==> config.mk <==
export PLATFORM = sky130hd
export DESIGN_NAME = seq_divider
export DESIGN_NICKNAME = d
export VERILOG_FILES = /design/src/rtl/div_pkg.sv /design/src/rtl/div_step.sv /design/src/rtl/seq_divider.sv
export SDC_FILE = /design/constraint.sdc
export NUM_CORES = 1
export LEC_CHECK = 0
export CAP_MARGIN = 30
export CORE_MARGIN = 1
export CORE_UTILIZATION = 50
export DETAILED_ROUTE_END_ITERATION = 8
export PLACE_DENSITY_LB_ADDON = 0.2
export SYNTH_ARGS = -nofsm -noshare
export SYNTH_HDL_FRONTEND = slang
export SYNTH_SLANG_ARGS = --single-unit
export TNS_END_PERCENT = 30
==> constraint.sdc <==
create_clock -name clk -period 9.7 [get_ports clk]
set_input_delay 1.455 -clock clk [delete_from_list [all_inputs] [get_ports clk]]
set_output_delay 1.455 -clock clk [all_outputs]
set_load 0.05 [all_outputs]
==> src/rtl/div_pkg.sv <==
// Shared types and constants for the sequential restoring divider.
// condNegate provides both the operand-magnitude step and the final sign fixup.
package div_pkg;

    typedef enum logic [1:0] {
        IDLE,
        RUN,
        FIX,
        DONE
    } divState_t;

    localparam int          DIV_STEPS     = 32;
    localparam logic [31:0] DIV0_QUOTIENT = 32'hFFFFFFFF;

    function automatic logic [31:0] condNegate(input logic [31:0] value, input logic negate);
        return negate ? (~value + 32'd1) : value;
    endfunction

endpackage

==> src/rtl/div_step.sv <==
// One combinational radix-2 restoring step: shift {rem, quo} left, trial-subtract
// the divisor and keep the difference only when it does not go negative.
module div_step #(
    parameter int WIDTH = 32
) (
    input  logic [WIDTH:0]   i_rem,
    input  logic [WIDTH-1:0] i_quo,
    input  logic [WIDTH-1:0] i_divisor,
    output logic [WIDTH:0]   o_rem,
    output logic [WIDTH-1:0] o_quo
);

    logic [WIDTH+1:0] w_remShift;
    logic [WIDTH+1:0] w_trial;
    logic [WIDTH-1:0] w_quoShift;

    // The running remainder stays below the divisor, so its top bit is always zero;
    // carrying one extra bit here keeps the sign of the trial exact.
    assign w_remShift = {i_rem, i_quo[WIDTH-1]};
    assign w_quoShift = {i_quo[WIDTH-2:0], 1'b0};
    assign w_trial    = w_remShift - {2'b00, i_divisor};

    always_comb begin
        o_rem = w_remShift[WIDTH:0];
        o_quo = w_quoShift;
        if (!w_trial[WIDTH+1]) begin
            o_rem = w_trial[WIDTH:0];
            o_quo = {w_quoShift[WIDTH-1:1], 1'b1};
        end
    end

endmodule

==> src/rtl/seq_divider.sv <==
// Multi-cycle signed/unsigned 32-bit divider with a start/done handshake.
// Divides operand magnitudes over 32 restoring steps, then restores the signs.
import div_pkg::*;

module seq_divider #(
    parameter int WIDTH = 32
) (
    input  logic             clk,
    input  logic             rst_n,
    input  logic             start,
    input  logic             is_signed,
    input  logic [WIDTH-1:0] a,
    input  logic [WIDTH-1:0] b,
    output logic             busy,
    output logic             done,
    output logic [WIDTH-1:0] quotient,
    output logic [WIDTH-1:0] remainder,
    output logic             div_by_zero
);

    localparam int                CNT_W     = $clog2(DIV_STEPS);
    localparam logic [CNT_W-1:0] LAST_STEP = CNT_W'(DIV_STEPS - 1);

    divState_t        r_state;
    divState_t        w_stateNext;

    logic [WIDTH:0]   r_rem;
    logic [WIDTH-1:0] r_quo;
    logic [WIDTH-1:0] r_divisor;
    logic             r_negQuo;
    logic             r_negRem;
    logic [CNT_W-1:0] r_stepCnt;

    logic             r_busy;
    logic             r_done;
    logic [WIDTH-1:0] r_quotient;
    logic [WIDTH-1:0] r_remainder;
    logic             r_divByZero;

    logic [WIDTH:0]   w_remNext;
    logic [WIDTH-1:0] w_quoNext;
    logic             w_bZero;
    logic             w_aNeg;
    logic             w_bNeg;

    assign w_bZero = (b == '0);
    assign w_aNeg  = is_signed & a[WIDTH-1];
    assign w_bNeg  = is_signed & b[WIDTH-1];

    div_step #(
        .WIDTH(WIDTH)
    ) u_divStep (
        .i_rem     (r_rem),
        .i_quo     (r_quo),
        .i_divisor (r_divisor),
        .o_rem     (w_remNext),
        .o_quo     (w_quoNext)
    );

    always_ff @(posedge clk or negedge rst_n) begin
        if (!rst_n) begin
            r_state <= IDLE;
        end else begin
            r_state <= w_stateNext;
        end
    end

    always_comb begin
        w_stateNext = r_state;
        case (r_state)
            IDLE: begin
                if (start) begin
                    w_stateNext = w_bZero ? DONE : RUN;
                end
            end
            RUN: begin
                if (r_stepCnt == LAST_STEP) begin
                    w_stateNext = FIX;
                end
            end
            FIX:     w_stateNext = DONE;
            DONE:    w_stateNext = IDLE;
            default: w_stateNext = IDLE;
        endcase
    end

    // busy and done are derived from the next state so they line up with the state they describe.
    always_ff @(posedge clk or negedge rst_n) begin
        if (!rst_n) begin
            r_rem       <= '0;
            r_quo       <= '0;
            r_divisor   <= '0;
            r_negQuo    <= 1'b0;
            r_negRem    <= 1'b0;
            r_stepCnt   <= '0;
            r_busy      <= 1'b0;
            r_done      <= 1'b0;
            r_quotient  <= '0;
            r_remainder <= '0;
            r_divByZero <= 1'b0;
        end else begin
            r_busy <= (w_stateNext != IDLE);
            r_done <= (w_stateNext == DONE);
            case (r_state)
                IDLE: begin
                    if (start) begin
                        r_rem       <= '0;
                        r_quo       <= condNegate(a, w_aNeg);
                        r_divisor   <= condNegate(b, w_bNeg);
                        r_negQuo    <= w_aNeg ^ w_bNeg;
                        r_negRem    <= w_aNeg;
                        r_stepCnt   <= '0;
                        r_divByZero <= w_bZero;
                        if (w_bZero) begin
                            r_quotient  <= DIV0_QUOTIENT;
                            r_remainder <= a;
                        end
                    end
                end
                RUN: begin
                    r_rem     <= w_remNext;
                    r_quo     <= w_quoNext;
                    r_stepCnt <= r_stepCnt + 1'b1;
                end
                FIX: begin
                    r_quotient  <= condNegate(r_quo, r_negQuo);
                    r_remainder <= condNegate(r_rem[WIDTH-1:0], r_negRem);
                end
                default: begin
                end
            endcase
        end
    end

    assign busy        = r_busy;
    assign done        = r_done;
    assign quotient    = r_quotient;
    assign remainder   = r_remainder;
    assign div_by_zero = r_divByZero;

endmodule
==> results of run 1 <==
==> synth_stat cells (12+ instances only) <==
master	instances
sky130_fd_sc_hd__a22oi_1	26
sky130_fd_sc_hd__mux2i_1	28
sky130_fd_sc_hd__o31ai_1	25
sky130_fd_sc_hd__o21ai_1	95
sky130_fd_sc_hd__inv_1	55
sky130_fd_sc_hd__o41ai_1	12
sky130_fd_sc_hd__ha_1	38
sky130_fd_sc_hd__nand3_1	25
sky130_fd_sc_hd__clkbuf_1	56
sky130_fd_sc_hd__and3_1	15
sky130_fd_sc_hd__xor2_1	75
sky130_fd_sc_hd__a21oi_1	73
sky130_fd_sc_hd__xnor2_1	73
sky130_fd_sc_hd__nor3_1	27
sky130_fd_sc_hd__o21ai_0	79
sky130_fd_sc_hd__or4_1	13
sky130_fd_sc_hd__nor4_1	14
sky130_fd_sc_hd__nand2_1	179
sky130_fd_sc_hd__nor2_1	71
sky130_fd_sc_hd__dfrtp_1	173
sky130_fd_sc_hd__a31oi_1	30
==> worst paths after layout <==
kind	startpoint	end	slack, ns	cells past startpoint
hold reg to reg	r_divisor[17]$_DFFE_PN0P_	r_divisor[17]$_DFFE_PN0P_	0.48	2
setup reg to reg	r_quo[31]$_DFFE_PN0P_	r_rem[32]$_DFFE_PN0P_	5.75	13
setup / recovery	b[6]	remainder[9]$_DFFE_PN0P_	5.57	10
min in group asynchronous	rst_n	quotient[2]$_DFFE_PN0P_	0.93	1
hold / removal	r_divisor[17]$_DFFE_PN0P_	r_divisor[17]$_DFFE_PN0P_	0.48	2
max in group asynchronous	rst_n	r_rem[21]$_DFFE_PN0P_	7.53	2
==> placed cells by master (no fill, tap or decap), drive strengths merged, types with 3 or more instances in the layout <==
cell,netlist,routed
a211oi,3,3
a21boi,3,3
a21o,10,10
a21oi,73,73
a22oi,26,26
a2bb2oi,4,4
a31oi,31,31
a32oi,4,4
and2,8,8
and3,15,15
buf,19,13
clkbuf,56,19
clkdlybuf4s50,0,133
clkinvlp,0,4
dfrtp,173,173
ha,38,38
inv,55,62
mux2i,28,28
nand2,182,182
nand2b,11,11
nand3,25,25
nor2,71,71
nor2b,7,7
nor3,29,29
nor4,14,14
o211ai,7,7
o21a,4,4
o21ai,174,174
o21bai,5,5
o221a,8,8
o311ai,8,8
o31ai,25,25
o41ai,12,12
or2,6,6
or3,9,9
or4,14,14
xnor2,73,73
xor2,75,75
==> registers in the layout, summed over array words and instances (netlist names) <==
| signal | count |
|---|---|
| r_state | 2 |
| div_by_zero | 1 |
| quotient | 32 |
| r_negQuo | 1 |
| r_negRem | 1 |
| r_rem | 33 |
| r_quo | 32 |
| done | 1 |
| busy | 1 |
| r_divisor | 32 |
| r_stepCnt | 5 |
| remainder | 32 |
==> worst register-to-register path, cell delays in order, from the launching register on <==
cell	delay (ns)
sky130_fd_sc_hd__dfrtp_1	0.36
sky130_fd_sc_hd__inv_1	0.23
sky130_fd_sc_hd__ha_1	0.21
sky130_fd_sc_hd__inv_1	0.05
sky130_fd_sc_hd__fa_1	0.42
sky130_fd_sc_hd__a211oi_1	0.32
sky130_fd_sc_hd__o211ai_1	0.15
sky130_fd_sc_hd__a21oi_1	0.39
sky130_fd_sc_hd__o211ai_1	0.26
sky130_fd_sc_hd__a311o_1	0.44
sky130_fd_sc_hd__a31oi_2	0.34
sky130_fd_sc_hd__a31oi_1	0.16
sky130_fd_sc_hd__a31o_1	0.24
sky130_fd_sc_hd__a311o_1	0.26
==> per-layer routing <==
metal | part of all wire [%] | track usage [%] | up-vias
met4 | 2.3 | 8.47 | 0
met1 | 45 | 34.6 | 4710
met3 | 4.7 | 2.82 | 48
met5 | 0 | 0 | -
met2 | 48 | 43.3 | 266
li1 | - | - | 4942
==> cell type report <==
type	instances	area, sq um
fill	1946	8560
multi-input combinational	1026	6530
sequential	173	4330
timing repair buffer	146	1470
clock buffer	19	453
tap	280	350
inverter	55	206
clock inverter	13	126
==> metrics by stage <==
step / utilization, % / instances / power [uW] / setup slack, ns
after floorplan: - / 1329 / 3650 / 6.02
after CTS: 61.0 / 1711 / 5100 / 5.60
after detailed placement: 58.4 / 1679 / 4410 / 5.14
final: 61.1 / 1712 / 5100 / 5.57
after global placement: 58.3 / 1678 / 4330 / 5.21
after global routing: 61.1 / 1712 / 5520 / 5.30
==> cells by family after synthesis <==
group / after synthesis
compound gates: 415
simple gates: 395
flops: 173
xor+xnor: 148
buf+inv: 130
fa+ha+maj: 39
mux: 29
==> power breakdown <==
part / total [uW] / internal (uW) / switching (uW)
Sequential: 1410 / 1040 / 370
Clock: 676 / 354 / 322
Combinational: 3010 / 1270 / 1740
==> run metrics, run 1 <==
data arrival time at the worst-slack endpoint 4.50 ns; combinational family with the most area after synthesis compound AO/OA/AOI/OAI gates; initial core utilization 51.6%; clock buffer count from CTS 17; Post-CTS Resized 0; clock tree buffer depth 2; root buffer cell sky130_fd_sc_hd__clkbuf_16; all-layer global routing usage 25.7%; RSZ-0062 raised after global routing false; fin crit share 42.6%; largest stage delay on the critical path 0.60 ns; result of the run finished with violations; Final Hold Vio Count 0; number of sinks handled by clock tree synthesis 173; endpoint required time on the critical path 10.07 ns; Netlist cell types 69; largest fanout on the critical path 33; post-synthesis compound-gate area fraction 22.8%; Power Dens Cells 379 nW/um^2; flop and latch count out of synthesis 173; first-pass GRT wire length 48.8 mm; Die Span X 153 um; synthesized area divided by synthesized cell count 8.55 sq um; Worst Setup Start Kind input pin; endpoint type of the worst setup path flop; depth of the CTS H-tree 4; Ant. Diodes 0; final std cell area, no fill 13,500 sq um; cells traversed along the worst timing path clkdlybuf4s50_1, or4_4, nor3_4, nand2_2, nor3_4, nand2_2, or4_1, buf_4, nand2_4, o221a_1; hold buffers post-CTS 0; xor-xnor portion of the synthesized cell area 11.4%; height of the die 153 um; post-synthesis async set-or-reset flop share 100%; vias per std cell 5.82; via count of the first global-routing pass 9,487; post-synthesis instance area 11,400 sq um; Net Count, Synth 1,436; total die area 23,300 sq um; Top Family by Delay on Critical Path simple AND/OR/NAND/NOR gates; Final HPWL DP 21.2 mm; later-pin clock latency in the skew report 0.44 ns; Top Ports 135; length of the first detailed-routing pass in iterations 9; Adder-Cell Fraction of Synth Area 4.36%; violated checks design-rule violations; worst setup skew after layout 0.0147 ns; wire length per cell 16.9 um; wire length after detailed routing 29.0 mm; tightest hold margin 0.479 ns; type of the setup path with the least slack input pin to flop; ys flop type sky130_fd_sc_hd__dfrtp_1; Final Net Count 1,526; number of cell rows 54; Post-CTS Setup Bufs 0; detailed-route DRC error count 12; initial antenna violation count 0; max-slew violation count 0; Worst-path clk slew 0.07 ns; cell count after synthesis 1,329; number of enable-type register cells in the synthesized netlist 0; number of nets still failing antenna checks after routing 0; most area-hungry cell type in the Yosys netlist sky130_fd_sc_hd__dfrtp_1; placed inst area 12,900 sq um; via count 9,966; slew at the pin with the worst max-slew slack 1.00 ns; worst relative slew slack 33.3%; Worst Path Buf+Inv 2; highest ir drop seen on vdd 0.178 mV; fraction of synthesized area in multiplexers 2.57%; part of the Yosys area used for sequential elements 38.1%; maximum clock rate 242 MHz; core area 22,000 sq um; pin count of the biggest net entering global routing 110; simple-gate portion of the synthesized area 16.1%; final worst path period need 4.13 ns; max-cap check violation count 0; cell with the largest stage delay on the worst path sky130_fd_sc_hd__or4_4; sum of overflow across all layers after global routing 0; warnings from Yosys 0; setup TNS 0 ns; worst hold path class flop to flop; area fraction of the dominant cell type after synthesis 38.1%; count of final setup violators 0; CTS tree done; ranking of synthesized cells by area sky130_fd_sc_hd__dfrtp_1 38%, sky130_fd_sc_hd__nand2_1 5.9%, sky130_fd_sc_hd__xor2_1 5.8%, sky130_fd_sc_hd__xnor2_1 5.6%, sky130_fd_sc_hd__ha_1 4.2%; initial DRC count 620; layout cells sized above 1 4.47%; area delta synth->final 18.5%; P_leak 0.00555 uW; number of buffer cells added on primary ports 134; Final GP Congestion 0.901
Power figures use the tool's default switching activity.
==> run 2: changes to the inputs <==
- clock period: 9.7 -> 3.7 ns (I/O delays scaled with it)
==> run metrics, run 2 (synthesized netlist as in run 1, its figures left out) <==
height of the die 153 um (unchanged); initial DRC count 545 (was 620); area delta synth->final 20.2% (was 18.5%); vias per std cell 5.79 (was 5.82); worst setup skew after layout 0.0111 ns (was 0.0147 ns); placed inst area 13,100 sq um (was 12,900 sq um); tightest hold margin 0.164 ns (was 0.479 ns); Worst Setup Start Kind flop (was input pin); wire length per cell 17.2 um (was 16.9 um); commonest non-fill, non-tap cells in the layout 178 x sky130_fd_sc_hd__nand2_1, 173 x sky130_fd_sc_hd__dfrtp_1, 133 x sky130_fd_sc_hd__clkdlybuf4s50_1, 95 x sky130_fd_sc_hd__o21ai_1, 79 x sky130_fd_sc_hd__o21ai_0 (unchanged); Post-CTS Setup Bufs 0 (unchanged); number of filler instances in the final layout 1,925 (was 1,946); Power Dens Cells 1000 nW/um^2 (was 379 nW/um^2); RSZ-0062 raised after global routing false (unchanged); result of the run finished with violations (unchanged); cell with the largest stage delay on the worst path sky130_fd_sc_hd__a311o_1 (was sky130_fd_sc_hd__or4_4); sum of overflow across all layers after global routing 0 (unchanged); Top Family by Delay on Critical Path compound AO/OA/AOI/OAI gates (was simple AND/OR/NAND/NOR gates); largest stage delay on the critical path 0.43 ns (was 0.60 ns); length of the first detailed-routing pass in iterations 9 (unchanged); clock tree buffer depth 2 (unchanged); number of flip-flops in the largest register 33 (unchanged); setup TNS 0 ns (unchanged); final std cell area, no fill 13,700 sq um (was 13,500 sq um); Ant. Diodes 0 (unchanged); total die area 23,300 sq um (unchanged); via count 10,100 (was 9,966); number of sinks handled by clock tree synthesis 173 (unchanged); Final GP Congestion 0.895 (was 0.901); cells traversed along the worst timing path inv_1, ha_1, inv_1, fa_1, a211oi_1, o211ai_1, a21oi_1, o211ai_1, a311o_1, a31oi_2, a31oi_1, a31o_1, a311o_1 (was clkdlybuf4s50_1, or4_4, nor3_4, nand2_2, nor3_4, nand2_2, or4_1, buf_4, nand2_4, o221a_1); Post-CTS Resized 0 (unchanged); Worst Path Buf+Inv 2 (unchanged); maximum clock rate 283 MHz; pin count of the biggest net entering global routing 87 (was 110); initial core utilization 51.6% (unchanged); via count of the first global-routing pass 9,686 (was 9,487); Final Net Count 1,555 (was 1,526); worst hold path class input pin to asynchronous set/reset pin (was flop to flop); detailed-route DRC error count 10 (was 12); final worst path period need 3.54 ns; count of placed standard cells including taps 1,709 (was 1,679); violated checks design-rule violations (unchanged); data arrival time at the worst-slack endpoint 3.85 ns (was 4.50 ns); register bank with the most flops r_rem (unchanged); worst relative slew slack 34.6% (was 33.3%); Die Span X 153 um (unchanged); slew at the pin with the worst max-slew slack 0.976 ns (was 1.00 ns); max-cap check violation count 0 (unchanged); Top Ports 135 (unchanged); initial antenna violation count 0 (unchanged); first-pass GRT wire length 49.2 mm (was 48.8 mm); Final Hold Vio Count 0 (unchanged); depth of the CTS H-tree 4 (unchanged); Final HPWL DP 22.5 mm (was 21.2 mm); number of nets still failing antenna checks after routing 0 (unchanged); root buffer cell sky130_fd_sc_hd__clkbuf_16 (unchanged); hold buffers post-CTS 0 (unchanged); endpoint type of the worst setup path flop (unchanged); P_leak 0.00567 uW (was 0.00555 uW); wire length after detailed routing 29.9 mm (was 29.0 mm); final cell count without fillers 1,741 (was 1,712); most frequent standard cell in the layout excluding fill and tap cells sky130_fd_sc_hd__nand2_1 (unchanged); later-pin clock latency in the skew report 0.43 ns (was 0.44 ns); number of buffer cells added on primary ports 134 (unchanged); core area 22,000 sq um (unchanged); CTS tree done (unchanged); endpoint required time on the critical path 4.02 ns (was 10.07 ns); max-slew violation count 0 (unchanged); all-layer global routing usage 26.2% (was 25.7%); largest fanout on the critical path 4 (was 33); highest ir drop seen on vdd 0.516 mV (was 0.178 mV); number of cell rows 54 (unchanged); critical path startpoint r_quo[31]$_DFFE_PN0P_ (was b[6]); clock buffer count from CTS 17 (unchanged); worst reg2reg startpoint r_quo[31]$_DFFE_PN0P_ (unchanged); fin crit share 95.6%; type of the setup path with the least slack flop to flop (was input pin to flop); count of final setup violators 0 (unchanged); layout cells sized above 1 6.23% (was 4.47%); Worst-path clk slew 0.07 ns (about the same)
[run 2: changes by cell type in the layout (fill, tap and decap cells not counted), sizes merged]
cell / before / now
buf: 13 / 42
inv: 62 / 59
clkinv: 2 / 4
clkinvlp: 4 / 5
[run 2: layout make-up]
cell class | instances | area [sq um] | area share (%)
repair buffers | 175 | 1700 | 12.4
inverters | 55 | 206 | 1.51
multi-input cells | 1026 | 6530 | 47.8
flip-flops and latches | 173 | 4330 | 31.7
clock inverters | 13 | 110 | 0.806
well taps | 280 | 350 | 2.56
clock buffers | 19 | 433 | 3.17
[run 2: final timing paths]
kind | slack [ns] | cells past startpoint | to
worst max register to register | 0.16 | 13 | r_rem[32]$_DFFE_PN0P_
worst min-delay path | 0.16 | 1 | quotient[5]$_DFFE_PN0P_
max in group asynchronous | 2.61 | 2 | r_rem[9]$_DFFE_PN0P_
worst min register to register | 0.48 | 2 | r_divisor[10]$_DFFE_PN0P_
min in group clk | 0.48 | 2 | r_divisor[10]$_DFFE_PN0P_
worst max-delay path | 0.16 | 13 | r_rem[32]$_DFFE_PN0P_
[run 2: per-stage QoR]
step	power [uW]	setup WS (ns)	utilization [%]
6_report	13700	0.162	62.0
3_5_place_dp	11900	0.0752	59.6
5_1_grt	14700	0.0000377	62.0
2_1_floorplan	9570	0.516	-
4_1_cts	13700	0.168	62.0
3_3_place_gp	11800	0.140	59.6
[run 2: per-layer routing]
| layer | GRT usage, % | routed length [um] | vias to the layer above |
|---|---|---|---|
| li1 | - | - | 5008 |
| met1 | 34.6 | 13500 | 4743 |
| met2 | 44.0 | 14400 | 279 |
| met3 | 3.44 | 1340 | 47 |
| met4 | 9.52 | 641 | 0 |
| met5 | 0 | 0 | - |
[run 2: worst register-to-register path, stage by stage (launching register included)]
cell and delay, ns:
sky130_fd_sc_hd__dfrtp_1 0.36, sky130_fd_sc_hd__inv_1 0.15, sky130_fd_sc_hd__ha_1 0.19, sky130_fd_sc_hd__inv_1 0.05, sky130_fd_sc_hd__fa_1 0.41, sky130_fd_sc_hd__a211oi_1 0.29, sky130_fd_sc_hd__o211ai_1 0.12, sky130_fd_sc_hd__a21oi_1 0.35
sky130_fd_sc_hd__o211ai_1 0.22, sky130_fd_sc_hd__a311o_1 0.43, sky130_fd_sc_hd__a31oi_2 0.25, sky130_fd_sc_hd__a31oi_1 0.13, sky130_fd_sc_hd__a31o_1 0.23, sky130_fd_sc_hd__a311o_1 0.26
[run 2: power by group]
group	internal [uW]	leakage (uW)	total [uW]	switching [uW]
logic	3590	0.00342	8370	4780
clock network	874	0.000249	1690	817
registers	2730	0.00200	3600	872
total	7190	0.00567	13700	6470
==> edit 1 (config.mk and constraints of run 2) <==
The package constant `DIV0_QUOTIENT` goes from 32'hFFFFFFFF to 32'h7FFFFFFF.
--- a/src/rtl/div_pkg.sv
+++ b/src/rtl/div_pkg.sv
@@ -10,7 +10,7 @@
     } divState_t;
 
     localparam int          DIV_STEPS     = 32;
-    localparam logic [31:0] DIV0_QUOTIENT = 32'hFFFFFFFF;
+    localparam logic [31:0] DIV0_QUOTIENT = 32'h7FFFFFFF;
 
     function automatic logic [31:0] condNegate(input logic [31:0] value, input logic negate);
         return negate ? (~value + 32'd1) : value;
Function: changed (a bounded check fails within 4 cycles, from zero or initial values and one cycle with rst_n low).
==> edit 1 against run 2 <==
Area after synthesis rose by 1.5%. First-iteration DRC count rose by 27%. Hold slack got worse by 0.050 ns. Sequential cell count did not move. Wire length rose by 8.4%. Utilization fell by 0.46 points. Setup slack improved by 0.13 ns. Sequential share of layout area fell by 0.63 points. Design area rose by 2.0%. Count of clock-buffer cells in the layout fell by 2. Total power rose by 4.4%. Clock skew barely moved. Die area rose by 1.5%. Critical path type unchanged. Critical endpoint unchanged. Largest cell class unchanged. Largest power group unchanged. Highest routed layer unchanged.
==> edit 1: results (changes against run 2) <==
- Status: complete, no violations (was complete, but fails checks)
- Worst vdd ir: 0.446 mV (was 0.516 mV)
- Met1 Routed Length: 14.7 mm (was 13.5 mm)
- Layout Nets: 1603 (was 1555)
- Mapped Nets: 1479 (was 1436)
- Global routing met1 resource utilization: 37.8% (was 34.6%)
- Largest driver fanout on the critical path: 15 (was 4)
- Detailed-routed wire length on met2: 14.9 mm (was 14.4 mm)
- Met3 track demand over resource in global routing: 3.89% (was 3.44%)
- Sequential area share after synthesis: 37.5% (was 38.1%)
- Final Skew: 0.0109 ns (was 0.0111 ns)
- Mean Syn Cell Area: 8.41 sq um (was 8.55 sq um)
- Global routing usage summed across all routing layers: 28.3% (was 26.2%)
- Slew at the pin with the worst max-slew slack: 0.983 ns (was 0.976 ns)
- Global-route wire length before repair: 52.7 mm (was 49.2 mm)
- M2 GR Usage: 45.5% (was 44.0%)
- Biggest area contributors in the synthesized netlist: sky130_fd_sc_hd__dfrtp_1, sky130_fd_sc_hd__xnor2_1, sky130_fd_sc_hd__nand2_1, sky130_fd_sc_hd__o21ai_0, sky130_fd_sc_hd__xor2_1 (was sky130_fd_sc_hd__dfrtp_1, sky130_fd_sc_hd__nand2_1, sky130_fd_sc_hd__xor2_1, sky130_fd_sc_hd__xnor2_1, sky130_fd_sc_hd__ha_1)
- Pin count of the biggest net entering global routing: 101 (was 87)
- Estimated wirelength of the detail-placed design: 24.8 mm (was 22.5 mm)
- Switching Power: 6.84 mW (was 6.47 mW)
- Global placer's final weighted congestion: 0.935 (was 0.895)
- Fill cell count: 2021 (was 1925)
- Placed cell areas: 0.0133 sq mm (was 0.0131 sq mm)
- Amount of wire on met3 after detailed routing: 1.51 mm (was 1.34 mm)
- CP arrival: 3.78 ns (was 3.85 ns)
- Ratio of cells with drive above 1 in the final layout: 6.63% (was 6.23%)
- Wirelength, routed: 32.4 mm (was 29.9 mm)
- Top cells by count, synth: sky130_fd_sc_hd__nand2_1, sky130_fd_sc_hd__dfrtp_1, sky130_fd_sc_hd__o21ai_0, sky130_fd_sc_hd__nor2_1, sky130_fd_sc_hd__a21oi_1 (was sky130_fd_sc_hd__nand2_1, sky130_fd_sc_hd__dfrtp_1, sky130_fd_sc_hd__o21ai_1, sky130_fd_sc_hd__o21ai_0, sky130_fd_sc_hd__xor2_1)
- Final standard cell count with taps included and fillers excluded: 1794 (was 1741)
- Distinct cells, synth: 71 (was 69)
- Vias in the first global route: 9889 (was 9686)
- R2R depth: 10 (was 13)
- Via count normalized by instance count: 5.88 (was 5.79)
- Deepest clock path buffer count: 2 (unchanged)
- Launching point of the worst reg2reg path: r_divisor[12] (was r_quo[31])
edit 1: cell count changes in the layout (fill, tap and decap cells not counted), moves of 7 or more:
cell and change:
sky130_fd_sc_hd__o22ai_1 +9, sky130_fd_sc_hd__nor2_1 +22, sky130_fd_sc_hd__o221a_1 -8, sky130_fd_sc_hd__nor3_1 +25, sky130_fd_sc_hd__o21ai_0 +50, sky130_fd_sc_hd__o21ai_1 -88, sky130_fd_sc_hd__a21oi_1 +19, sky130_fd_sc_hd__a211oi_1 +8
sky130_fd_sc_hd__buf_4 +10, sky130_fd_sc_hd__xor2_1 -8, sky130_fd_sc_hd__o311ai_1 -7
edit 1: worst max-delay path, stage by stage, from the launching register on:
cell	delay [ns]
sky130_fd_sc_hd__dfrtp_1	0.36
sky130_fd_sc_hd__inv_1	0.05
sky130_fd_sc_hd__ha_1	0.39
sky130_fd_sc_hd__nand4_1	0.18
sky130_fd_sc_hd__or2_1	0.30
sky130_fd_sc_hd__a2111oi_2	0.56
sky130_fd_sc_hd__or3_1	0.26
sky130_fd_sc_hd__nand4b_2	0.17
sky130_fd_sc_hd__a21o_1	0.42
sky130_fd_sc_hd__or4b_1	0.57
sky130_fd_sc_hd__nand3_1	0.09
edit 1: cell families after synthesis:
group,synth area share [%]
adder cells (fa/ha/maj),4.30
XOR/XNOR,11.0
AO/OA/AOI/OAI,22.7
multiplexers,2.08
buffers and inverters,4.57
flip-flops,37.5
AND/OR/NAND/NOR,17.8
edit 1: power groups by stage:
| stage | registers [mW] | clock network [mW] | logic, mW |
|---|---|---|---|
| 2_1_floorplan | 4.14 | 0 | 5.72 |
| 3_3_place_gp | 3.57 | 0 | 8.64 |
| 3_5_place_dp | 3.61 | 0 | 8.70 |
| 4_1_cts | 3.58 | 1.90 | 8.75 |
| 5_1_grt | 3.71 | 1.98 | 9.65 |
| 6_report | 3.60 | 1.88 | 8.79 |
edit 1: cell type report:
type | count | area share, %
Clock buffer | 17 | 3.05
Clock inverter | 15 | 1.30
Inverter | 56 | 1.51
Multi-Input combinational cell | 1065 | 48.1
Sequential cell | 173 | 31.1
Tap cell | 285 | 2.56
Timing Repair Buffer | 183 | 12.4
edit 1: worst paths after layout:
path	slack, ns	to
max	0.29	r_rem[32]
min reg2reg	0.48	div_by_zero
max reg2reg	0.29	r_rem[32]
min	0.11	quotient[30]
max in group asynchronous	2.67	remainder[27]
min in group clk	0.48	div_by_zero
edit 1: through the flow:
| step | setup WS (ns) | util, % |
|---|---|---|
| after floorplan | 0.830 | - |
| after global routing | 0.132 | 61.6 |
| final | 0.289 | 61.6 |
| after CTS | 0.329 | 61.6 |
| after global placement | 0.196 | 58.9 |
| after detailed placement | 0.170 | 58.9 |
==> edit 2 (settings of run 2) <==
Made on the original files. Reset style: synchronous (`rst_n`), changed in 2 clocked blocks.
--- a/src/rtl/seq_divider.sv
+++ b/src/rtl/seq_divider.sv
@@ -57,7 +57,7 @@
         .o_quo     (w_quoNext)
     );
 
-    always_ff @(posedge clk or negedge rst_n) begin
+    always_ff @(posedge clk) begin
         if (!rst_n) begin
             r_state <= IDLE;
         end else begin
@@ -85,7 +85,7 @@
     end
 
     // busy and done are derived from the next state so they line up with the state they describe.
-    always_ff @(posedge clk or negedge rst_n) begin
+    always_ff @(posedge clk) begin
         if (!rst_n) begin
             r_rem       <= '0;
             r_quo       <= '0;
Function: differs if rst_n is asserted again (counterexample within 4 cycles, from zero or initial values and one cycle with rst_n low); with rst_n held inactive, the same outputs for 10 cycles.
==> edit 2 against run 2 <==
Setup slack better by 0.18 ns. Sequential share of layout area down 6.1 points. Design area down 0.95%. Highest routed layer is now met5. Final cell count up 4.3%. Wire length up 12%. Area after synthesis down 2.0%. Sequential cell count unchanged. Synthesized cell count up 6.7%.
Power is not compared: it rests on default switching activity, and its combinational part moved more than twofold at a synthesized area within 25%.
==> edit 2: results (changes against run 2) <==
- Status: complete, no violations (was complete, but fails checks)
- Hold WC Path Type: reg2reg (was in2async)
- M2 GR Usage: 50.3% (was 44.0%)
- Non-clk buf share: 13.1% (was 12.4%)
- Layout Nets: 1630 (was 1555)
- Register-to-register setup slack: 0.34 ns (was 0.16 ns)
- Number of instances in the synthesized netlist: 1418 (was 1329)
- Xor and xnor area share after synthesis: 10.9% (was 11.4%)
- Ratio of cells with drive above 1 in the final layout: 7.42% (was 6.23%)
- Pre-CTS worst setup slack: 0.106 ns (was 0.0752 ns)
- Via count normalized by instance count: 5.99 (was 5.79)
- Sum of buffers and inverters on the critical path: 1 (was 2)
- CP arrival: 3.71 ns (was 3.85 ns)
- Top cells by count, synth: sky130_fd_sc_hd__nand2_1, sky130_fd_sc_hd__dfxtp_1, sky130_fd_sc_hd__o21ai_0, sky130_fd_sc_hd__nor2_1, sky130_fd_sc_hd__clkbuf_1 (was sky130_fd_sc_hd__nand2_1, sky130_fd_sc_hd__dfrtp_1, sky130_fd_sc_hd__o21ai_1, sky130_fd_sc_hd__o21ai_0, sky130_fd_sc_hd__xor2_1)
- Sequential area share after synthesis: 31.1% (was 38.1%)
- Global routing usage summed across all routing layers: 30.0% (was 26.2%)
- Critical register-to-register path endpoint: r_rem[27] (was r_rem[32])
- Amount of wire on met3 after detailed routing: 1.65 mm (was 1.34 mm)
- Placed cell areas: 0.0129 sq mm (was 0.0131 sq mm)
- Synthesis-to-layout area growth: 21.6% (was 20.2%)
- Non-clock inverter count in the final layout: 52 (was 55)
- R2R depth: 10 (was 13)
- Fraction of area in registers: 25.6% (was 31.7%)
- Post-detailed-route wirelength per cell: 18.4 um (was 17.2 um)
- Launching point of the worst reg2reg path: r_divisor[14] (was r_quo[31])
- Highest metal layer used by the detailed router: met5 (was met4)
- Number of multi-input combinational cells in the layout: 1098 (was 1026)
- Mapped Nets: 1525 (was 1436)
- Max incr delay on CP: 0.47 ns (was 0.43 ns)
- Cell with the biggest individual delay on the critical path: sky130_fd_sc_hd__nor2_4 (was sky130_fd_sc_hd__a311o_1)
- Global-route wire length before repair: 53.1 mm (was 49.2 mm)
- Largest driver fanout on the critical path: 16 (was 4)
- Clock-cell share: 4.44% (was 3.97%)
- Routed via count: 10900 (was 10100)
- Initial detailed-routing violation count: 860 (was 545)
edit 2: cell types whose count changed in the layout (fill, tap and decap cells not counted), moves of 24 or more:
cell	before	now
sky130_fd_sc_hd__dfrtp_1	173	0
sky130_fd_sc_hd__dfxtp_1	0	173
sky130_fd_sc_hd__o21ai_1	95	0
sky130_fd_sc_hd__nor2_1	70	99
sky130_fd_sc_hd__a211oi_1	3	30
sky130_fd_sc_hd__a311oi_1	1	25
edit 2: worst max-delay path by stage:
stage                endpoint  cells past startpoint     startpoint  slack (ns)
floorplan           r_quo[29]                      8          a[16]        0.78
global placement    r_quo[29]                      9          a[17]        0.11
detailed placement  r_quo[29]                      9          a[17]        0.11
CTS                 r_rem[27]                     11  r_divisor[14]        0.36
global route        r_rem[27]                     10  r_divisor[14]        0.11
finish              r_rem[27]                     10  r_divisor[14]        0.34
